===== src/rtl/cgra_pkg.sv =====
// Shared types and defaults for the CGRA vector-add scheduler.
package cgra_pkg;

    localparam int CGRA_DEPTH        = 32;
    localparam int CGRA_MAX_INFLIGHT = 4;

    typedef enum logic [1:0] {
        IDLE  = 2'd0,
        ISSUE = 2'd1,
        DRAIN = 2'd2,
        DONE  = 2'd3
    } sched_state_e;

endpackage


===== src/rtl/cgra_credit_ctr.sv =====
// Credit pool bounding the number of adder operations in flight.
// A credit returned in the same cycle can be spent immediately, so a pool
// of MAX credits sustains one issue per clock when the loop latency <= MAX.
module cgra_credit_ctr #(
    parameter int MAX = 4
) (
    input  logic clk_i,
    input  logic reset_i,
    input  logic take_i,
    input  logic give_i,
    output logic avail_o,
    output logic full_o
);

    localparam int CW = $clog2(MAX + 1);
    localparam logic [CW-1:0] MAX_C = CW'(MAX);
    localparam logic [CW-1:0] ONE_C = CW'(1);

    logic [CW-1:0] count_q;
    logic [CW-1:0] count_d;

    // Net credit change; simultaneous take and give cancel out.
    always_comb begin
        count_d = count_q;
        if (take_i && !give_i && (count_q != '0)) begin
            count_d = count_q - ONE_C;
        end else if (give_i && !take_i && (count_q != MAX_C)) begin
            count_d = count_q + ONE_C;
        end
    end

    // Credit register, refilled to the full pool on reset.
    always_ff @(posedge clk_i) begin
        if (reset_i) begin
            count_q <= MAX_C;
        end else begin
            count_q <= count_d;
        end
    end

    assign avail_o = (count_q != '0) || give_i;
    assign full_o  = (count_q == MAX_C);

endmodule


===== src/rtl/cgra_vadd_sched.sv =====
// Sequencer streaming operand pairs through the pipelined CGRA adder and
// writing each sum back in order, with credit-limited issue.
//
// state | meaning
// IDLE  | waiting for start, counters cleared
// ISSUE | reading operands and feeding the adder
// DRAIN | all operands issued, waiting for remaining results
// DONE  | one-cycle done pulse, then back to IDLE
module cgra_vadd_sched
    import cgra_pkg::*;
#(
    parameter int DEPTH        = CGRA_DEPTH,
    parameter int MAX_INFLIGHT = CGRA_MAX_INFLIGHT,
    localparam int AW          = $clog2(DEPTH)
) (
    input  logic          clk_i,
    input  logic          reset_i,
    input  logic          start_i,
    input  logic [AW:0]   len_i,
    output logic          busy_o,
    output logic          done_o,
    output logic          rd_en_o,
    output logic [AW-1:0] rd_addr_o,
    output logic          dp_valid_o,
    input  logic          dp_ready_i,
    input  logic          res_valid_i,
    output logic          wr_en_o,
    output logic [AW-1:0] wr_addr_o,
    output logic          err_unexp_o
);

    localparam int          CNTW    = AW + 1;
    localparam logic [AW:0] DEPTH_C = CNTW'(DEPTH);

    sched_state_e state_q;
    logic [AW:0]  len_q;
    logic [AW:0]  issued_q;
    logic [AW:0]  issued_d;
    logic [AW:0]  written_q;
    logic [AW:0]  written_d;
    logic [AW:0]  len_eff;
    logic         busy_q;
    logic         done_q;
    logic         dp_valid_q;
    logic         err_q;
    logic         rd_en;
    logic         wr_en;
    logic         credit_avail;
    logic         credit_full;

    assign len_eff   = (len_i > DEPTH_C) ? DEPTH_C : len_i;

    // A stalled operand pair in front of the adder blocks the next read.
    assign rd_en     = (state_q == ISSUE) && (issued_q < len_q) && credit_avail
                       && !(dp_valid_q && !dp_ready_i);
    assign wr_en     = res_valid_i && busy_q;
    assign issued_d  = issued_q + {{AW{1'b0}}, rd_en};
    assign written_d = written_q + {{AW{1'b0}}, wr_en};

    cgra_credit_ctr #(
        .MAX (MAX_INFLIGHT)
    ) u_credit (
        .clk_i   (clk_i),
        .reset_i (reset_i),
        .take_i  (rd_en),
        .give_i  (wr_en),
        .avail_o (credit_avail),
        .full_o  (credit_full)
    );

    // Sequencer FSM with issue/write counters and registered busy/done.
    always_ff @(posedge clk_i) begin
        if (reset_i) begin
            state_q   <= IDLE;
            len_q     <= '0;
            issued_q  <= '0;
            written_q <= '0;
            busy_q    <= 1'b0;
            done_q    <= 1'b0;
        end else begin
            issued_q  <= issued_d;
            written_q <= written_d;
            done_q    <= 1'b0;
            unique case (state_q)
                IDLE: begin
                    if (start_i) begin
                        len_q <= len_eff;
                        if (len_eff == '0) begin
                            state_q <= DONE;
                            done_q  <= 1'b1;
                        end else begin
                            state_q <= ISSUE;
                            busy_q  <= 1'b1;
                        end
                    end
                end
                ISSUE: begin
                    if (issued_d == len_q) begin
                        state_q <= DRAIN;
                    end
                end
                DRAIN: begin
                    // Look at the post-write count so done follows the last write directly.
                    if (written_d == len_q) begin
                        state_q <= DONE;
                        busy_q  <= 1'b0;
                        done_q  <= 1'b1;
                    end
                end
                DONE: begin
                    state_q   <= IDLE;
                    issued_q  <= '0;
                    written_q <= '0;
                end
                default: begin
                    state_q <= IDLE;
                    busy_q  <= 1'b0;
                end
            endcase
        end
    end

    // Operand-valid flag: set by a read, held until the adder accepts it.
    always_ff @(posedge clk_i) begin
        if (reset_i) begin
            dp_valid_q <= 1'b0;
        end else if (rd_en) begin
            dp_valid_q <= 1'b1;
        end else if (dp_ready_i) begin
            dp_valid_q <= 1'b0;
        end
    end

    // Sticky flag for results arriving when nothing is outstanding.
    always_ff @(posedge clk_i) begin
        if (reset_i) begin
            err_q <= 1'b0;
        end else if (res_valid_i && (!busy_q || credit_full)) begin
            err_q <= 1'b1;
        end
    end

    assign busy_o      = busy_q;
    assign done_o      = done_q;
    assign rd_en_o     = rd_en;
    assign rd_addr_o   = issued_q[AW-1:0];
    assign dp_valid_o  = dp_valid_q;
    assign wr_en_o     = wr_en;
    assign wr_addr_o   = written_q[AW-1:0];
    assign err_unexp_o = err_q;

endmodule

===== config.mk =====
export PLATFORM = sky130hd
export DESIGN_NAME = cgra_vadd_sched
export DESIGN_NICKNAME = d
export VERILOG_FILES = /design/src/rtl/cgra_pkg.sv /design/src/rtl/cgra_credit_ctr.sv /design/src/rtl/cgra_vadd_sched.sv
export SDC_FILE = /design/constraint.sdc
export NUM_CORES = 1
export LEC_CHECK = 0
export CAP_MARGIN = 15
export CORE_MARGIN = 2
export CORE_UTILIZATION = 50
export CTS_CLUSTER_SIZE = 14
export DETAILED_ROUTE_END_ITERATION = 7
export PLACE_DENSITY = 0.75
export SLEW_MARGIN = 20
export SYNTH_ARGS = -nofsm -noshare
export SYNTH_HDL_FRONTEND = slang
export SYNTH_SLANG_ARGS = --single-unit

===== constraint.sdc =====
create_clock -name clk_i -period 3 [get_ports clk_i]
set_input_delay 0.6 -clock clk_i [delete_from_list [all_inputs] [get_ports clk_i]]
set_output_delay 0.6 -clock clk_i [all_outputs]
set_load 0.03 [all_outputs]

==> results by group, run 1 <==
Global route
  • Overflow left after global routing: 0
  • Number of global-route vias before repair: roughly 1,300
  • Total global routing track utilization: 0.201
  • Initial antenna violation count: 0
  • Global-route wire length before repair: between 5000 and 6000 um
  • Largest net degree at the start of global routing: 18

Floorplan
  • Core area: roughly 0.0031 sq mm
  • X dimension of the die: a little over 60 um
  • Die H: a little over 60 um
  • Number of placement rows: 20
  • Effective utilization at floorplan: 0.533
  • I/O pin total: 27
  • Die area: about 0.0038 sq mm

Placed design
  • Final HPWL DP: 2810 um
  • Port Buffers: 26
  • Weighted congestion at the end of routability-driven global placement: about 0.88

Timing
  • Timing-limited maximum frequency: 0.348 GHz
  • Min Clock Period, post-route: about 2900 ps
  • Clk_skew: 1.63 ps
  • Max_slew headroom: 0.587
  • Worst slew pin tran: 618 ps
  • Final Hold Vio Count: 0
  • Setup violation total in the final timing report: 0
  • Slew Limit Fails: 0
  • Period utilization: 0.958
  • TNS Setup: 0 ps

Logic synthesis
  • Syn_nets: 216
  • Average cell area after synthesis: between 8 and 9 sq um
  • Number of warnings printed during yosys synthesis: 0
  • Share of synthesized area spent on multiplexers: 0.0257
  • Adder-cell area share of the yosys netlist: 0.110
  • Combinational family with the most area after synthesis: simple AND/OR/NAND/NOR gates
  • Simple-gate share of the synthesized area: 0.223
  • Number of flip-flops and latches in the synthesized netlist: 27
  • Post-synthesis instance area: between 0.0015 and 0.002 sq mm
  • Post-synthesis sequential area ratio: 0.327
  • Compound-Gate Fraction of Synth Area: 0.0862
  • Number of distinct library cells after synthesis: 34
  • Mapped Cells: 191
  • Xor/xnor share of the synthesized area: 0.144

Clock tree
  • TritonCTS buffer count: 3
  • CTS tree: done
  • Number of H-tree branching levels: 1
  • Clock root buffer: sky130_fd_sc_hd__clkbuf_4
  • Clock buffer depth: 2
  • Clock latency of the later-clocked register in the worst-skew pair: around 330 ps
  • Clk sinks: 27
  • Register clock-pin slew on the reported worst setup and hold paths: around 150 ps

Setup path
  • Type of the setup path with the least slack: flip-flop to flip-flop
  • R2r endpoint: state_q[1]$_SDFFE_PP0P_
  • Worst Reg2Reg Path Length in Cells: 15
  • Worst path required time: ~3300 ps
  • Register-to-register setup slack: 130 ps
  • Kind of capture point of the worst setup path: flip-flop
  • Kind of start point of the critical path: flip-flop
  • WP data arrival: around 3100 ps
  • Critical-path maximum fanout: 3
  • Worst R2R Start: len_q[5]$_SDFFE_PP0P_

Pwr
  • Peak supply drop: ~0.35 mV
  • Pwr/cell area: roughly 580 mW/mm^2
  • Reported leakage power: between 0.0008 and 0.0009 uW

Drt
  • Total wirelength of the detailed-routed design: 3520 um
  • First drt pass iteration count: 4
  • Initial DRC count: 81
  • ANT nets after route: 0
  • Via-per-instance ratio: roughly 5.1
  • Routed vias: around 1,300
  • Average wire per cell in the routed design: 13.4 um
  • Count of unresolved DRC violations after routing: 0

Hold path
  • Worst hold path class: flip-flop to flip-flop
  • Origin of the worst min-delay path: err_unexp_o$_SDFFE_PP0P_
  • Endpoint of the worst hold path: err_unexp_o$_SDFFE_PP0P_
  • Hold-critical path depth: 2

Cells and area
  • Fraction of layout instances using a drive strength above 1: 0.160
  • Area growth, synth to finish: 23.3%
  • Layout Utilization: 0.657
  • Number of inserted filler cells in the final layout: 282
  • Final net count: between 200 and 250
  • Antenna Cells: 0

Run status
  • Status: completed

Job
  • Max Cap Violations: 0
==> cell usage in the layout (no fill, tap or decap), types with 2 or more instances in the layout <==
cell | netlist | final
sky130_fd_sc_hd__nand3_1 | 8 | 8
sky130_fd_sc_hd__xnor2_1 | 11 | 10
sky130_fd_sc_hd__nor2b_1 | 2 | 2
sky130_fd_sc_hd__nand2b_1 | 3 | 3
sky130_fd_sc_hd__and2_1 | 6 | 5
sky130_fd_sc_hd__or2_1 | 2 | 2
sky130_fd_sc_hd__a21oi_2 | 1 | 2
sky130_fd_sc_hd__nand2_1 | 11 | 11
sky130_fd_sc_hd__mux2i_1 | 2 | 2
sky130_fd_sc_hd__inv_1 | 12 | 12
sky130_fd_sc_hd__ha_1 | 13 | 11
sky130_fd_sc_hd__clkbuf_4 | 0 | 3
sky130_fd_sc_hd__o21ai_1 | 3 | 2
sky130_fd_sc_hd__nor3_1 | 5 | 5
sky130_fd_sc_hd__xor2_1 | 11 | 11
sky130_fd_sc_hd__nor2_1 | 23 | 23
sky130_fd_sc_hd__dfxtp_1 | 27 | 22
sky130_fd_sc_hd__xnor3_1 | 2 | 2
sky130_fd_sc_hd__dfxtp_2 | 0 | 5
sky130_fd_sc_hd__nand4_1 | 2 | 2
sky130_fd_sc_hd__buf_4 | 10 | 14
sky130_fd_sc_hd__a21oi_1 | 14 | 13
sky130_fd_sc_hd__clkdlybuf4s50_1 | 0 | 25
sky130_fd_sc_hd__nor3b_1 | 5 | 5
==> worst max-delay path by stage <==
| stage | startpoint | to | slack, ps | cells after the start |
|---|---|---|---|---|
| after CTS | len_q[3]$_SDFFE_PP0P_ | state_q[1]$_SDFFE_PP0P_ | 0.5 | 15 |
| final | len_q[5]$_SDFFE_PP0P_ | state_q[1]$_SDFFE_PP0P_ | 130 | 15 |
| after floorplan | len_q[3]$_SDFFE_PP0P_ | state_q[1]$_SDFFE_PP0P_ | 100 | 15 |
| after global routing | len_q[3]$_SDFFE_PP0P_ | state_q[1]$_SDFFE_PP0P_ | -40 | 15 |
| after detailed placement | dp_ready_i | state_q[1]$_SDFFE_PP0P_ | -140 | 14 |
| after global placement | dp_ready_i | state_q[1]$_SDFFE_PP0P_ | -40 | 14 |
==> state kept, by name, summed over array words and instances, names as in the netlist <==
register,cells
issued_q,6
written_q,6
len_q,6
state_q,2
done_o,1
err_unexp_o,1
dp_valid_o,1
busy_o,1
u_credit.count_q,3
==> critical path, stage by stage, from the launching register on <==
cell and delay (ps):
sky130_fd_sc_hd__dfxtp_2 360, sky130_fd_sc_hd__inv_1 70, sky130_fd_sc_hd__ha_1 350, sky130_fd_sc_hd__a21oi_2 160, sky130_fd_sc_hd__nand2_1 80, sky130_fd_sc_hd__a31oi_2 150
sky130_fd_sc_hd__and2_2 180, sky130_fd_sc_hd__ha_2 200, sky130_fd_sc_hd__ha_4 210, sky130_fd_sc_hd__xor2_1 140, sky130_fd_sc_hd__nor3_1 150, sky130_fd_sc_hd__nand4_1 110
sky130_fd_sc_hd__o22a_1 200, sky130_fd_sc_hd__a21oi_2 180, sky130_fd_sc_hd__nor2_1 80, sky130_fd_sc_hd__a211oi_2 180
==> layer usage <==
metal / vias up / share of wire / global-route usage
met1: 614 / 0.45 / 0.250
met3: 7 / 0.032 / 0.0294
li1: 681 / - / -
met5: - / 0 / 0
met4: 0 / 0.017 / 0.0790
met2: 31 / 0.50 / 0.346
==> kinds of logic (layout without fill, tap and decap cells) <==
group | after synthesis | count (layout)
adders and majority gates | 14 | 14
and+or+nand+nor | 73 | 73
buffers and inverters | 27 | 55
muxes | 3 | 3
DFF | 27 | 27
xor gates and xnor gates | 24 | 24
AOI/OAI and AO/OA | 23 | 23
==> where the power goes <==
part	total [uW]	internal, uW	switching, uW
Sequential	452	408	43.8
Clock	165	52.2	113
Combinational	574	270	304
Total	1190	730	461
==> layout make-up <==
type	instances	area (sq um)	share of cell area
clock buffers	4	26.3	0.0129
inverters	12	45.0	0.0221
multi-input cells	137	1010	0.496
flip-flops and latches	27	547	0.268
well taps	44	55.1	0.0270
repair buffers	39	355	0.174
==> cell usage after synthesis, drive strengths merged <==
| cell type | count | area share |
|---|---|---|
| and2 | 6 | 0.023 |
| nand4 | 2 | 0.0076 |
| a31oi | 1 | 0.0076 |
| fa | 1 | 0.012 |
| dfxtp | 27 | 0.33 |
| nand3 | 8 | 0.024 |
| xnor2 | 11 | 0.058 |
| o22a | 1 | 0.0053 |
| o21a | 1 | 0.0045 |
| nand2 | 11 | 0.025 |
| mux2i | 2 | 0.012 |
| and3 | 2 | 0.0076 |
| nor2b | 2 | 0.0076 |
| inv | 12 | 0.027 |
| a211oi | 2 | 0.012 |
| ha | 13 | 0.098 |
| xor2 | 11 | 0.058 |
| nand2b | 3 | 0.011 |
| mux4 | 1 | 0.014 |
| or3 | 1 | 0.0038 |
| clkbuf | 5 | 0.011 |
| buf | 10 | 0.045 |
| o21ai | 3 | 0.0091 |
| nor3 | 5 | 0.015 |
| nor3b | 6 | 0.030 |
| xnor3 | 2 | 0.027 |
| nor2 | 23 | 0.052 |
| a21oi | 15 | 0.048 |
| or2 | 3 | 0.011 |
| or4 | 1 | 0.0045 |
==> repair_timing <==
| action | 4_1_cts | 5_1_grt |
|---|---|---|
| resized for setup | 0 | 11 |
| endpoints found under the setup margin | 0 | 2 |
| setup buffers | 0 | 1 |
| hold buffers | 0 | 0 |
==> metrics by stage <==
stage / setup WS [ps] / std cells / total power (uW) / cell area [sq um] / hold WS, ps
floorplan: 96.1 / 191 / 838 / 1660 / 450
detailed placement: -144 / 258 / 1000 / 1960 / 460
finish: 126 / 263 / 1190 / 2040 / 489
global placement: -36.7 / 258 / 972 / 1960 / 449
CTS: 0.487 / 262 / 1160 / 1990 / 494
global route: -35.9 / 263 / 1270 / 2040 / 552
Power figures use the tool's default switching activity.
==> run 2: changes to the inputs <==
--- a/config.mk
+++ b/config.mk
@@ -5,6 +5,7 @@
 export SDC_FILE = /design/constraint.sdc
 export NUM_CORES = 1
 export LEC_CHECK = 0
+export ABC_AREA = 1
 export CAP_MARGIN = 15
 export CORE_MARGIN = 2
 export CORE_UTILIZATION = 50
==> run 2 against run 1 <==
Cell count rose by 25%. Worst setup slack improved by 150 ps. Largest cell class unchanged. Die area rose by 3.6%. Combinational power up 25%. Total power is 14% higher. Clock-buffer cell count did not move. Routed wire length up 3.1%. Via count grew 20%. Critical path depth up 5. Largest power group unchanged. Final area up 1.2%.
==> results by group, run 2 <==
Logic synthesis
  • Number of warnings printed during yosys synthesis: 0 (unchanged)
  • Share of synthesized area spent on multiplexers: 0 (was 0.0257)
  • Most common flop cell mapped by yosys: sky130_fd_sc_hd__dfxtp_1 (unchanged)
  • Number of distinct library cells after synthesis: 25 (was 34)
  • Syn_nets: 282 (was 216)
  • Mapped Cells: 257 (was 191)
  • Post-synthesis instance area: 0.00172 sq mm (was 0.00165 sq mm)
  • Share of async-settable or async-resettable flops after synthesis: 0 (unchanged)
  • Number of synthesized flops with an enable pin: 0 (unchanged)
  • Synth top area share: 0.315 (was 0.327)
  • Simple-gate share of the synthesized area: 0.377 (was 0.223)
  • Average cell area after synthesis: 6.68 sq um (was 8.66 sq um)
  • Number of flip-flops and latches in the synthesized netlist: 27 (unchanged)
  • Combinational family with the most area after synthesis: simple AND/OR/NAND/NOR gates (unchanged)
  • Compound-Gate Fraction of Synth Area: 0.0706 (was 0.0862)
  • Most frequent cell after synthesis: sky130_fd_sc_hd__nand2_1 (was sky130_fd_sc_hd__dfxtp_1)
  • Top cell type by total area after synthesis: sky130_fd_sc_hd__dfxtp_1 (unchanged)
  • Adder-cell area share of the yosys netlist: 0.106 (was 0.110)
  • Post-synthesis sequential area ratio: 0.315 (was 0.327)
  • Post-synth top cells: sky130_fd_sc_hd__nand2_1, sky130_fd_sc_hd__inv_1, sky130_fd_sc_hd__dfxtp_1, sky130_fd_sc_hd__nor2_1, sky130_fd_sc_hd__nand3_1 (was sky130_fd_sc_hd__dfxtp_1, sky130_fd_sc_hd__nor2_1, sky130_fd_sc_hd__a21oi_1, sky130_fd_sc_hd__ha_1, sky130_fd_sc_hd__inv_1)
  • Cell types with the largest area share after synthesis: sky130_fd_sc_hd__dfxtp_1, sky130_fd_sc_hd__nand2_1, sky130_fd_sc_hd__ha_1, sky130_fd_sc_hd__inv_1, sky130_fd_sc_hd__nand3_1 (was sky130_fd_sc_hd__dfxtp_1, sky130_fd_sc_hd__ha_1, sky130_fd_sc_hd__xnor2_1, sky130_fd_sc_hd__xor2_1, sky130_fd_sc_hd__nor2_1)
  • Xor/xnor share of the synthesized area: 0 (was 0.144)

Setup path
  • Worst Reg2Reg Path Length in Cells: 20 (was 15)
  • R2r endpoint: state_q[0]$_SDFFE_PP0P_ (was state_q[1]$_SDFFE_PP0P_)
  • Type of the setup path with the least slack: flip-flop to flip-flop (unchanged)
  • Kind of capture point of the worst setup path: flip-flop (unchanged)
  • CP dominant cell by count: sky130_fd_sc_hd__nand2_1 (was sky130_fd_sc_hd__a21oi_2)
  • Kind of cell adding the most delay to the critical path: simple AND/OR/NAND/NOR gates (was compound AO/OA/AOI/OAI gates)
  • Critical path's largest stage delay: 400 ps (was 360 ps)
  • WP data arrival: 2970 ps (was 3140 ps)
  • Buf+Inv Stages, Crit Path: 3 (was 1)
  • Register-to-register setup slack: 270 ps (was 130 ps)
  • Ordered cell list for the critical path: inv_1 -> ha_1 -> a21oi_1 -> o21ai_1 -> a21oi_2 -> nand2_1 -> inv_1 -> ha_2 -> ha_4 -> inv_1 -> nand2_1 -> nand2_1 -> nand2_1 -> nand2_1 -> nor2_1 -> nand3_1 -> o21ai_1 -> nand4_1 -> nand2_1 -> nor2_1 (was inv_1 -> ha_1 -> a21oi_2 -> nand2_1 -> a31oi_2 -> and2_2 -> ha_2 -> ha_4 -> xor2_1 -> nor3_1 -> nand4_1 -> o22a_1 -> a21oi_2 -> nor2_1 -> a211oi_2)
  • Worst path slowest cell: sky130_fd_sc_hd__dfxtp_2 (unchanged)
  • Critical-path maximum fanout: 4 (was 3)
  • Worst R2R Start: len_q[1]$_SDFFE_PP0P_ (was len_q[5]$_SDFFE_PP0P_)
  • Worst path required time: 3250 ps (was 3260 ps)
  • Kind of start point of the critical path: flip-flop (unchanged)

Timing
  • Final Hold Vio Count: 0 (unchanged)
  • Setup violation total in the final timing report: 0 (unchanged)
  • Min Clock Period, post-route: 2730 ps (was 2870 ps)
  • Clk_skew: 7.79 ps (was 1.63 ps)
  • Worst slew pin tran: 463 ps (was 618 ps)
  • Period utilization: 0.908 (was 0.958)
  • Timing-limited maximum frequency: 0.367 GHz (was 0.348 GHz)
  • Max_slew headroom: 0.690 (was 0.587)
  • Slew Limit Fails: 0 (unchanged)

Global route
  • Global-route wire length before repair: 6450 um (was 5640 um)
  • Number of global-route vias before repair: 1,457 (was 1,335)
  • Overflow left after global routing: 0 (unchanged)
  • Initial antenna violation count: 0 (unchanged)
  • Largest net degree at the start of global routing: 15 (was 18)
  • Total global routing track utilization: 0.203 (was 0.201)

Cells and area
  • Post-route non-filler standard cell count: 330 (was 263)
  • Most frequent standard cell in the layout excluding fill and tap cells: sky130_fd_sc_hd__nand2_1 (was sky130_fd_sc_hd__clkdlybuf4s50_1)
  • Antenna Cells: 0 (unchanged)
  • Largest registers ranked by flip-flop count: issued_q (6), len_q (6), written_q (6) (unchanged)
  • Area growth, synth to finish: 20.2% (was 23.3%)
  • Final net count: 310 (was 245)
  • Highest-count cells in the layout ignoring fill and taps: sky130_fd_sc_hd__nand2_1, sky130_fd_sc_hd__inv_1, sky130_fd_sc_hd__nand3_1, sky130_fd_sc_hd__nor2_1 (was sky130_fd_sc_hd__clkdlybuf4s50_1, sky130_fd_sc_hd__nor2_1, sky130_fd_sc_hd__dfxtp_1, sky130_fd_sc_hd__buf_4, sky130_fd_sc_hd__a21oi_1)
  • Fraction of layout instances using a drive strength above 1: 0.109 (was 0.160)
  • Layout Utilization: 0.624 (was 0.657)
  • Register area: 543 sq um (was 547 sq um)
  • Footprint of the multi-input gates: 970 sq um (was 0.00101 sq mm)
  • Number of inserted filler cells in the final layout: 323 (was 282)

Clock tree
  • TritonCTS buffer count: 3 (unchanged)
  • Clk sinks: 27 (unchanged)
  • CTS tree: done (unchanged)
  • Clock root buffer: sky130_fd_sc_hd__clkbuf_4 (unchanged)
  • Clock latency of the later-clocked register in the worst-skew pair: 330 ps (about the same)
  • Register clock-pin slew on the reported worst setup and hold paths: 160 ps (was 150 ps)
  • Count of hold-fix buffers inserted at cts: 0 (unchanged)
  • Number of H-tree branching levels: 1 (unchanged)
  • Clock buffer depth: 2 (unchanged)

Floorplan
  • Core area: 0.00331 sq mm (was 0.00310 sq mm)
  • X dimension of the die: 62.6 um (was 61.5 um)
  • Die area: 0.00392 sq mm (was 0.00378 sq mm)
  • Number of placement rows: 21 (was 20)
  • I/O pin total: 27 (unchanged)
  • Effective utilization at floorplan: 0.519 (was 0.533)
  • Die H: 62.6 um (was 61.5 um)

Drt
  • First drt pass iteration count: 4 (unchanged)
  • Average wire per cell in the routed design: 11.0 um (was 13.4 um)
  • ANT nets after route: 0 (unchanged)
  • Total wirelength of the detailed-routed design: 3630 um (was 3520 um)
  • Routed vias: 1,603 (was 1,333)
  • Via-per-instance ratio: 4.86 (was 5.07)
  • Count of unresolved DRC violations after routing: 0 (unchanged)
  • Initial DRC count: 74 (was 81)

Pwr
  • PnR Total Power: 1360 uW (was 1190 uW)
  • Reported leakage power: 0.000926 uW (was 0.000849 uW)
  • Pwr/cell area: 659 mW/mm^2 (was 584 mW/mm^2)
  • Peak supply drop: 0.379 mV (was 0.354 mV)

Hold path
  • Origin of the worst min-delay path: err_unexp_o$_SDFFE_PP0P_ (unchanged)
  • Endpoint of the worst hold path: err_unexp_o$_SDFFE_PP0P_ (unchanged)
  • Worst hold path class: flip-flop to flip-flop (unchanged)
  • Hold-critical path depth: 2 (unchanged)

Run status
  • Status: completed (unchanged)

Placed design
  • Port Buffers: 26 (unchanged)
  • Placed cell count: 325 (was 258)
  • Final HPWL DP: 2910 um (was 2810 um)
  • Weighted congestion at the end of routability-driven global placement: 0.842 (was 0.877)

Job
  • Max Cap Violations: 0 (unchanged)
-- run 2: where the power goes --
group          total [uW]  leakage [uW]  switching [uW]  internal, uW
Combinational         720      0.000690             431           289
Sequential            475      0.000221            53.3           421
Clock                 165     0.0000150             112          52.1
Total                1360      0.000926             597           762
-- run 2: how the worst max path moves through the flow --
stage,endpoint,cells past startpoint,start,slack [ps]
2_1_floorplan,state_q[0]$_SDFFE_PP0P_,20,res_valid_i,60
3_3_place_gp,state_q[1]$_SDFFE_PP0P_,20,res_valid_i,20
3_5_place_dp,state_q[1]$_SDFFE_PP0P_,21,res_valid_i,-40
4_1_cts,state_q[1]$_SDFFE_PP0P_,20,len_q[1]$_SDFFE_PP0P_,160
5_1_grt,state_q[1]$_SDFFE_PP0P_,20,len_q[5]$_SDFFE_PP0P_,-5
6_report,state_q[0]$_SDFFE_PP0P_,20,len_q[1]$_SDFFE_PP0P_,270
-- run 2: routing by layer --
layer	wire, um	vias up	GRT usage
li1	-	863	-
met1	1780	711	0.288
met2	1700	27	0.319
met3	127	2	0.0288
met4	24	0	0.0611
met5	0	-	0
-- run 2: through the flow --
step           setup TNS (ps)  cell area, sq um  hold slack (ps)  setup WS, ps
2_1_floorplan               0              1720              466          61.1
3_3_place_gp                0              2010              438          18.1
3_5_place_dp            -79.5              2010              444         -40.7
4_1_cts                     0              2040              465           162
5_1_grt                 -5.82              2060              511         -5.32
6_report                    0              2060              466           275
-- run 2: repair_timing --
action | 4_1_cts | 5_1_grt
setup endpoints to repair | 0 | 2
endpoints found under the hold margin | 0 | 0
buffers inserted | 0 | 1
resized for setup | 0 | 7
-- run 2: worst min-delay path: stages, from the launching register on --
cell and delay [ps]:
sky130_fd_sc_hd__dfxtp_1 340, sky130_fd_sc_hd__inv_1 50, sky130_fd_sc_hd__a21oi_1 50
-- run 2: cell families after synthesis --
| family | Yosys count |
|---|---|
| and+or+nand+nor | 144 |
| buffers and inverters | 50 |
| DFF | 27 |
| AOI/OAI and AO/OA | 22 |
| adders and majority gates | 14 |
-- run 2: final cells by class --
| class | count | area share |
|---|---|---|
| timing repair buffer | 35 | 0.158 |
| multi-input combinational | 180 | 0.470 |
| sequential | 27 | 0.263 |
| clock buffer | 4 | 0.0127 |
| tap | 46 | 0.0279 |
| inverter | 38 | 0.0691 |
